File: src/rtl/stamp_dispatcher_if.sv
// rtl/stamp_dispatcher_if.sv - issue/completion handshake bundle between the dispatcher and its three stage units
interface stamp_dispatcher_if;
  logic        ex_valid;
  logic        ex_ready;
  logic [87:0] ex_cmd;
  logic        ex_done;
  logic [4:0]  ex_take;

  logic        mem_valid;
  logic        mem_ready;
  logic [87:0] mem_cmd;
  logic        mem_done;

  logic        wb_valid;
  logic        wb_ready;
  logic [87:0] wb_cmd;
  logic        wb_done;

  modport master (
    output ex_valid, ex_cmd, mem_valid, mem_cmd, wb_valid, wb_cmd,
    input  ex_ready, ex_done, ex_take, mem_ready, mem_done, wb_ready, wb_done
  );

  modport slave (
    input  ex_valid, ex_cmd, mem_valid, mem_cmd, wb_valid, wb_cmd,
    output ex_ready, ex_done, ex_take, mem_ready, mem_done, wb_ready, wb_done
  );
endinterface

File: src/rtl/stamp_dispatcher.sv
// rtl/stamp_dispatcher.sv - oldest-first issue and stamp write-back for the 8-slot conveyor
// Optional take write-back on the exec unit is enabled by DISPATCH_TAKE_EN.
module stamp_dispatcher (
  input  logic                clk,
  input  logic                rst,
  input  logic [23:0]         reg_start_flat,
  input  logic [703:0]        reg_out_flat,
  input  logic                conveyor_shift,
  stamp_dispatcher_if.master  unit,
  output logic [23:0]         stamp_flat,
  output logic [7:0]          stamp_in,
  output logic [39:0]         take_flat,
  output logic [7:0]          take_in,
  output logic [2:0]          unit_busy,
  output logic                dispatch_err
);

  typedef enum logic [1:0] {IDLE, ISSUE, BUSY, STAMP} state_t;

  // Unit index u: 2 = exec, 1 = mem, 0 = wb (matches stamp bit order)
  state_t      state [3];
  logic [2:0]  idx   [3];
  logic [87:0] cmd   [3];

  logic [2:0]  ready_v;
  logic [2:0]  done_v;
  logic [2:0]  sel_hit;
  logic [2:0]  sel_k [3];
  logic [7:0]  owned;

  assign ready_v = {unit.ex_ready, unit.mem_ready, unit.wb_ready};
  assign done_v  = {unit.ex_done,  unit.mem_done,  unit.wb_done};

  // Idle units claim slots in exec, mem, wb order so no two end up on the same slot
  always_comb begin
    owned = '0;
    for (int u = 0; u < 3; u++) begin
      sel_hit[u] = 1'b0;
      sel_k[u]   = '0;
      if (state[u] != IDLE) owned[idx[u]] = 1'b1;
    end
    for (int u = 2; u >= 0; u--) begin
      if (state[u] == IDLE) begin
        for (int k = 0; k < 8; k++) begin
          if (reg_start_flat[3*k+u] && !owned[k]) begin
            sel_hit[u] = 1'b1;
            sel_k[u]   = 3'(k);
          end
        end
        if (sel_hit[u]) owned[sel_k[u]] = 1'b1;
      end
    end
  end

`ifdef DISPATCH_TAKE_EN
  logic [4:0] take_q;
`else
  logic unused_take;
  assign unused_take = ^unit.ex_take;
`endif

  always_ff @(posedge clk) begin
    if (rst) begin
      for (int u = 0; u < 3; u++) begin
        state[u] <= IDLE;
        idx[u]   <= '0;
        cmd[u]   <= '0;
      end
      dispatch_err <= 1'b0;
`ifdef DISPATCH_TAKE_EN
      take_q <= '0;
`endif
    end else begin
      for (int u = 0; u < 3; u++) begin
        if (done_v[u] && state[u] != BUSY) dispatch_err <= 1'b1;
        if (state[u] != IDLE && conveyor_shift) begin
          if (idx[u] == 3'd7) dispatch_err <= 1'b1;
          else                idx[u] <= idx[u] + 3'd1;
        end
        case (state[u])
          IDLE: begin
            if (sel_hit[u]) begin
              cmd[u] <= reg_out_flat[88*sel_k[u] +: 88];
              if (conveyor_shift && sel_k[u] == 3'd7) begin
                dispatch_err <= 1'b1;
                idx[u]       <= 3'd7;
              end else begin
                idx[u] <= sel_k[u] + 3'(conveyor_shift);
              end
              state[u] <= ISSUE;
            end
          end
          ISSUE:   if (ready_v[u]) state[u] <= BUSY;
          BUSY:    if (done_v[u]) state[u] <= STAMP;
          STAMP:   if (!conveyor_shift) state[u] <= IDLE;
          default: state[u] <= IDLE;
        endcase
      end
`ifdef DISPATCH_TAKE_EN
      if (state[2] == BUSY && unit.ex_done) take_q <= unit.ex_take;
`endif
    end
  end

  assign unit.ex_valid  = (state[2] == ISSUE);
  assign unit.mem_valid = (state[1] == ISSUE);
  assign unit.wb_valid  = (state[0] == ISSUE);
  assign unit.ex_cmd    = cmd[2];
  assign unit.mem_cmd   = cmd[1];
  assign unit.wb_cmd    = cmd[0];

  always_comb begin
    unit_busy = '0;
    for (int u = 0; u < 3; u++) unit_busy[u] = (state[u] != IDLE);
  end

  // Stamp write merges the unit's done bit into the slot's current stamp; held off on shift cycles
  always_comb begin
    stamp_flat = '0;
    stamp_in   = '0;
    for (int u = 0; u < 3; u++) begin
      if (state[u] == STAMP && !conveyor_shift) begin
        stamp_in[idx[u]]          = 1'b1;
        stamp_flat[3*idx[u] +: 3] = reg_out_flat[88*idx[u] +: 3] | 3'(1 << u);
      end
    end
  end

`ifdef DISPATCH_TAKE_EN
  always_comb begin
    take_flat = '0;
    take_in   = '0;
    if (state[2] == STAMP && !conveyor_shift) begin
      take_in[idx[2]]          = 1'b1;
      take_flat[5*idx[2] +: 5] = take_q;
    end
  end
`else
  assign take_flat = '0;
  assign take_in   = '0;
`endif

endmodule

File: src/flat_wrapper.sv
// flat-port wrapper written by rule: the top's interface ports become plain ports
module stamp_dispatcher_flat 
  (clk, rst, reg_start_flat, reg_out_flat, conveyor_shift, stamp_flat, stamp_in, take_flat, take_in, unit_busy, dispatch_err, unit_ex_valid, unit_ex_cmd, unit_mem_valid, unit_mem_cmd, unit_wb_valid, unit_wb_cmd, unit_ex_ready, unit_ex_done, unit_ex_take, unit_mem_ready, unit_mem_done, unit_wb_ready, unit_wb_done);
  stamp_dispatcher_if unit_i ();
  input  logic clk;
  input  logic rst;
  input  logic [23:0] reg_start_flat;
  input  logic [703:0] reg_out_flat;
  input  logic conveyor_shift;
  output logic [23:0] stamp_flat;
  output logic [7:0] stamp_in;
  output logic [39:0] take_flat;
  output logic [7:0] take_in;
  output logic [2:0] unit_busy;
  output logic dispatch_err;
  output wire logic [$bits(unit_i.ex_valid)-1:0] unit_ex_valid;
  output wire logic [$bits(unit_i.ex_cmd)-1:0] unit_ex_cmd;
  output wire logic [$bits(unit_i.mem_valid)-1:0] unit_mem_valid;
  output wire logic [$bits(unit_i.mem_cmd)-1:0] unit_mem_cmd;
  output wire logic [$bits(unit_i.wb_valid)-1:0] unit_wb_valid;
  output wire logic [$bits(unit_i.wb_cmd)-1:0] unit_wb_cmd;
  input wire logic [$bits(unit_i.ex_ready)-1:0] unit_ex_ready;
  input wire logic [$bits(unit_i.ex_done)-1:0] unit_ex_done;
  input wire logic [$bits(unit_i.ex_take)-1:0] unit_ex_take;
  input wire logic [$bits(unit_i.mem_ready)-1:0] unit_mem_ready;
  input wire logic [$bits(unit_i.mem_done)-1:0] unit_mem_done;
  input wire logic [$bits(unit_i.wb_ready)-1:0] unit_wb_ready;
  input wire logic [$bits(unit_i.wb_done)-1:0] unit_wb_done;
  assign unit_ex_valid = unit_i.ex_valid;
  assign unit_ex_cmd = unit_i.ex_cmd;
  assign unit_mem_valid = unit_i.mem_valid;
  assign unit_mem_cmd = unit_i.mem_cmd;
  assign unit_wb_valid = unit_i.wb_valid;
  assign unit_wb_cmd = unit_i.wb_cmd;
  assign unit_i.ex_ready = unit_ex_ready;
  assign unit_i.ex_done = unit_ex_done;
  assign unit_i.ex_take = unit_ex_take;
  assign unit_i.mem_ready = unit_mem_ready;
  assign unit_i.mem_done = unit_mem_done;
  assign unit_i.wb_ready = unit_wb_ready;
  assign unit_i.wb_done = unit_wb_done;
  stamp_dispatcher u_core (.clk(clk), .rst(rst), .reg_start_flat(reg_start_flat), .reg_out_flat(reg_out_flat), .conveyor_shift(conveyor_shift), .unit(unit_i), .stamp_flat(stamp_flat), .stamp_in(stamp_in), .take_flat(take_flat), .take_in(take_in), .unit_busy(unit_busy), .dispatch_err(dispatch_err));
endmodule
File: config.mk
export PLATFORM = sky130hd
export DESIGN_NAME = stamp_dispatcher_flat
export DESIGN_NICKNAME = d
export VERILOG_FILES = /design/src/rtl/stamp_dispatcher_if.sv /design/src/rtl/stamp_dispatcher.sv /design/src/flat_wrapper.sv
export SDC_FILE = /design/constraint.sdc
export NUM_CORES = 2
export LEC_CHECK = 0
export ABC_AREA = 1
export CAP_MARGIN = 10
export CORE_AREA = 3 3 419 421
export DETAILED_ROUTE_END_ITERATION = 7
export DIE_AREA = 0 0 422 424
export GPL_TIMING_DRIVEN = 0
export SYNTH_ARGS = -nofsm -noshare
export SYNTH_HDL_FRONTEND = slang
export SYNTH_SLANG_ARGS = --single-unit
File: constraint.sdc
create_clock -name clk -period 7.35 [get_ports clk]
set_input_delay 1.47 -clock clk [delete_from_list [all_inputs] [get_ports clk]]
set_output_delay 1.47 -clock clk [all_outputs]
set_load 0.03 [all_outputs]
==> metrics.cfg <==
[setup_path]
critical_path.endpoint_type=primary output
cp_max_fo=8
rr_endpoint=u_core.cmd[0][164]
cp_slowest_stage_delay_ns=0.83
start_kind=input port
cpMaxStageDelayCell=nor3_1
crit_type=in2out
r2r_setup_slack_ns=0.43
crit_chain=clkdlybuf4s50_1 > clkbuf_1 > nor3_1 > inv_1 > nor2_1 > inv_1 > nor4_1 > nand2_1 > o221ai_1 > clkdlybuf4s50_1
ff2ff_path_depth=26
cp.arrival_ns=5.61
worstPathRequired_ns=5.88
regToRegStartpoint=u_core.idx[2][0]

[global_routing]
grt_max_degree=51
grt_pass1_wl_um=427400
overflow=0
grt_antenna_before_repair=221
track_usage=0.3446
grt_pass1_vias=47730

[yosys]
syn-instance-count=5816
synth_xor_area_frac=0.001549
synth-adder-area-share=0.007374
synth_top_family_by_area=simple AND/OR/NAND/NOR gates
syn_area_um2=33940
ys_types=50
synth-compound-area-share=0.2377
yosys.area_share.simple=0.3481
synth.area.mux_share=0
synth_edf_count=279
yosysSeqAreaShare=0.2475
synth_ff_type=edfxtp_1
avgSynthCellArea_um2=5.835
yosysWarnings=0
synthArstFlopShare=0
synth-seq-cells=280

[layout]
final_nets=7720
multi_input_area_um2=20390
design_area_um2=49390
final_core_util=0.2876
layout.cells.non_filler=9445
drive_gt1_frac=0.04694
fillers=19410
regArea_um2=8398
area_delta_synth_final_pct=45.55

[run_status]
status=complete, but fails checks
violations=DRC

[sta]
slew_viol_final=0
fin_crit_sh=0.9633
tightest_slew_ns=1.373
slew_headroom=0.08261
fin_ws_ns=0.2701
setup_viol=0
rsz0062_at_grt=no
skew_ns=0.04512
max_freq_mhz=141.2
hold_viol=0
finalCriticalPeriod_ns=7.080

[placed_design]
placedCellCount=9227
io_buffer_count=1039
dp_slack_ns=-0.4923
place.detailed.hpwl_um=261600
gp_congestion=1.026
placed_area_um2=47730

[floorplan]
start_util=0.1976
num_rows=152
dieArea_um2=178900
dieHeight_um=424
fp.dieW_um=422
coreArea_um2=171700
ios=1093

[clocking]
worstSkewPairLatency_ns=0.63
clock_sinks=280
post_cts_buffers=0
cts_made_buffers=39
htreeDepth=2
cts.clk_slew.worst_paths_ns=0.06
clockBufferDepth=3
cts_tree=built
ctsRootBufferMaster=clkbuf_16

[detailed_routing]
initialDrtViolationCount=7368
wl_per_cell_um=34.50
vias=51440
drcViolationCount=7
ant_nets=0
drt_wl_total_um=325800
vias_per_cell=5.446
dr.pass1.iters=8

[min_path]
hp-class=reg2reg
holdPathStages=1
min_from=u_core.state[0][0]
holdPathEnd=u_core.state[0][1]

[run]
maxCapViolCount=0

[pwr]
leakagePower_nw=21.16
power.total_mw=29.26
power.density_nw_per_um2=592.4
ir_worst_vdd_mv=0.2553

[worst max-delay path: cells and delay by family]
family,cells,cell delay (ns)
buffers and inverters,5,2.14
and+or+nand+nor,4,1.73
AOI/OAI and AO/OA,1,0.25
[state kept, by name, summed over array words and instances (netlist names)]
name and cells:
u_core.state 6, u_core.idx 9, u_core.dispatch_err 1, u_core.cmd 264
[layout make-up]
| class | count | area share |
|---|---|---|
| diodes | 148 | 0.007498 |
| plain buffers | 555 | 0.05254 |
| clock buffers | 44 | 0.02057 |
| clock inverters | 26 | 0.005547 |
| inverters | 743 | 0.05646 |
| multi-input cells | 4285 | 0.4129 |
| flip-flops and latches | 280 | 0.1700 |
| well taps | 2310 | 0.05851 |
| repair buffers | 1054 | 0.2160 |
[layer usage]
metal	track usage	wire length, um
met4	0.2610	25860
met5	0	107
met1	0.4263	127600
met3	0.07387	28420
met2	0.5235	143900
[synthesized netlist by cell type, types with 3 or more instances]
| cell type | n | area share |
|---|---|---|
| o21ai_0 | 553 | 0.082 |
| nor3_1 | 96 | 0.014 |
| a22oi_1 | 13 | 0.0029 |
| nor2_1 | 884 | 0.098 |
| inv_1 | 717 | 0.079 |
| ha_1 | 20 | 0.0074 |
| edfxtp_1 | 279 | 0.25 |
| a21oi_1 | 366 | 0.054 |
| o211ai_1 | 179 | 0.040 |
| clkbuf_1 | 342 | 0.038 |
| nand3b_1 | 6 | 0.0013 |
| nor3_2 | 6 | 0.0018 |
| nand4_1 | 18 | 0.0033 |
| a31oi_1 | 8 | 0.0015 |
| o22ai_1 | 271 | 0.050 |
| o221ai_1 | 9 | 0.0023 |
| buf_2 | 105 | 0.015 |
| nand2_1 | 916 | 0.10 |
| buf_6 | 20 | 0.0066 |
| nand3_1 | 845 | 0.12 |
| buf_4 | 53 | 0.012 |
| inv_2 | 25 | 0.0028 |
| nand2_2 | 8 | 0.0015 |
| o41ai_1 | 3 | 0.00077 |
| buf_1 | 35 | 0.0039 |
| a221oi_1 | 5 | 0.0013 |
| xor2_1 | 4 | 0.0010 |
[layout by cell type, fill, tap and decap left out, types with 18 or more instances in the layout]
master,count
a21oi_1,365
buf_1,35
buf_2,104
buf_4,55
buf_6,21
clkbuf_1,323
clkbuf_16,40
clkbuf_2,23
clkdlybuf4s50_1,1039
conb_1,48
diode_2,148
edfxtp_1,279
ha_1,20
inv_1,717
inv_2,25
nand2_1,913
nand3_1,845
nand4_1,18
nor2_1,882
nor3_1,96
o211ai_1,179
o21ai_0,553
o22ai_1,271
[worst max path at each step]
stage | startpoint | to | cells past startpoint
floorplan | reg_start_flat[14] | u_core.cmd[0][0] | 21
global placement | reg_start_flat[23] | u_core.cmd[0][32] | 9
detailed placement | reg_start_flat[14] | u_core.cmd[0][163] | 26
CTS | reg_start_flat[14] | u_core.cmd[0][163] | 26
global route | reg_start_flat[14] | u_core.cmd[0][163] | 26
finish | conveyor_shift | stamp_flat[14] | 10
[logic make-up (layout without fill, tap and decap cells)]
family / Yosys count / after routing
buffers and inverters: 1298 / 2422
adders and majority gates: 20 / 20
other: 1 / 196
and+or+nand+nor: 2789 / 2789
DFF: 280 / 280
AOI/OAI and AO/OA: 1422 / 1422
xor gates and xnor gates: 6 / 6
[report_power, final]
group	total (mW)	switching [mW]	internal [mW]
combinational	23.8	17.7	6.10
clock	2.04	0.890	1.15
sequential	3.46	0.381	3.08
total	29.3	18.9	10.3
[metrics by stage]
| stage | hold slack [ns] | setup TNS [ns] |
|---|---|---|
| 2_1_floorplan | 0.6007 | 0 |
| 3_3_place_gp | 0.6234 | -538.00 |
| 3_5_place_dp | 0.6392 | -24.36 |
| 4_1_cts | 0.6479 | 0 |
| 5_1_grt | 0.6672 | 0 |
| 6_report | 0.6449 | 0 |
[what timing repair did]
action,CTS,global route
endpoints found under the hold margin,0,0
gates resized for setup,0,1
hold buffers,0,0
endpoints found under the setup margin,0,38
(Power assumes the default switching activity.)
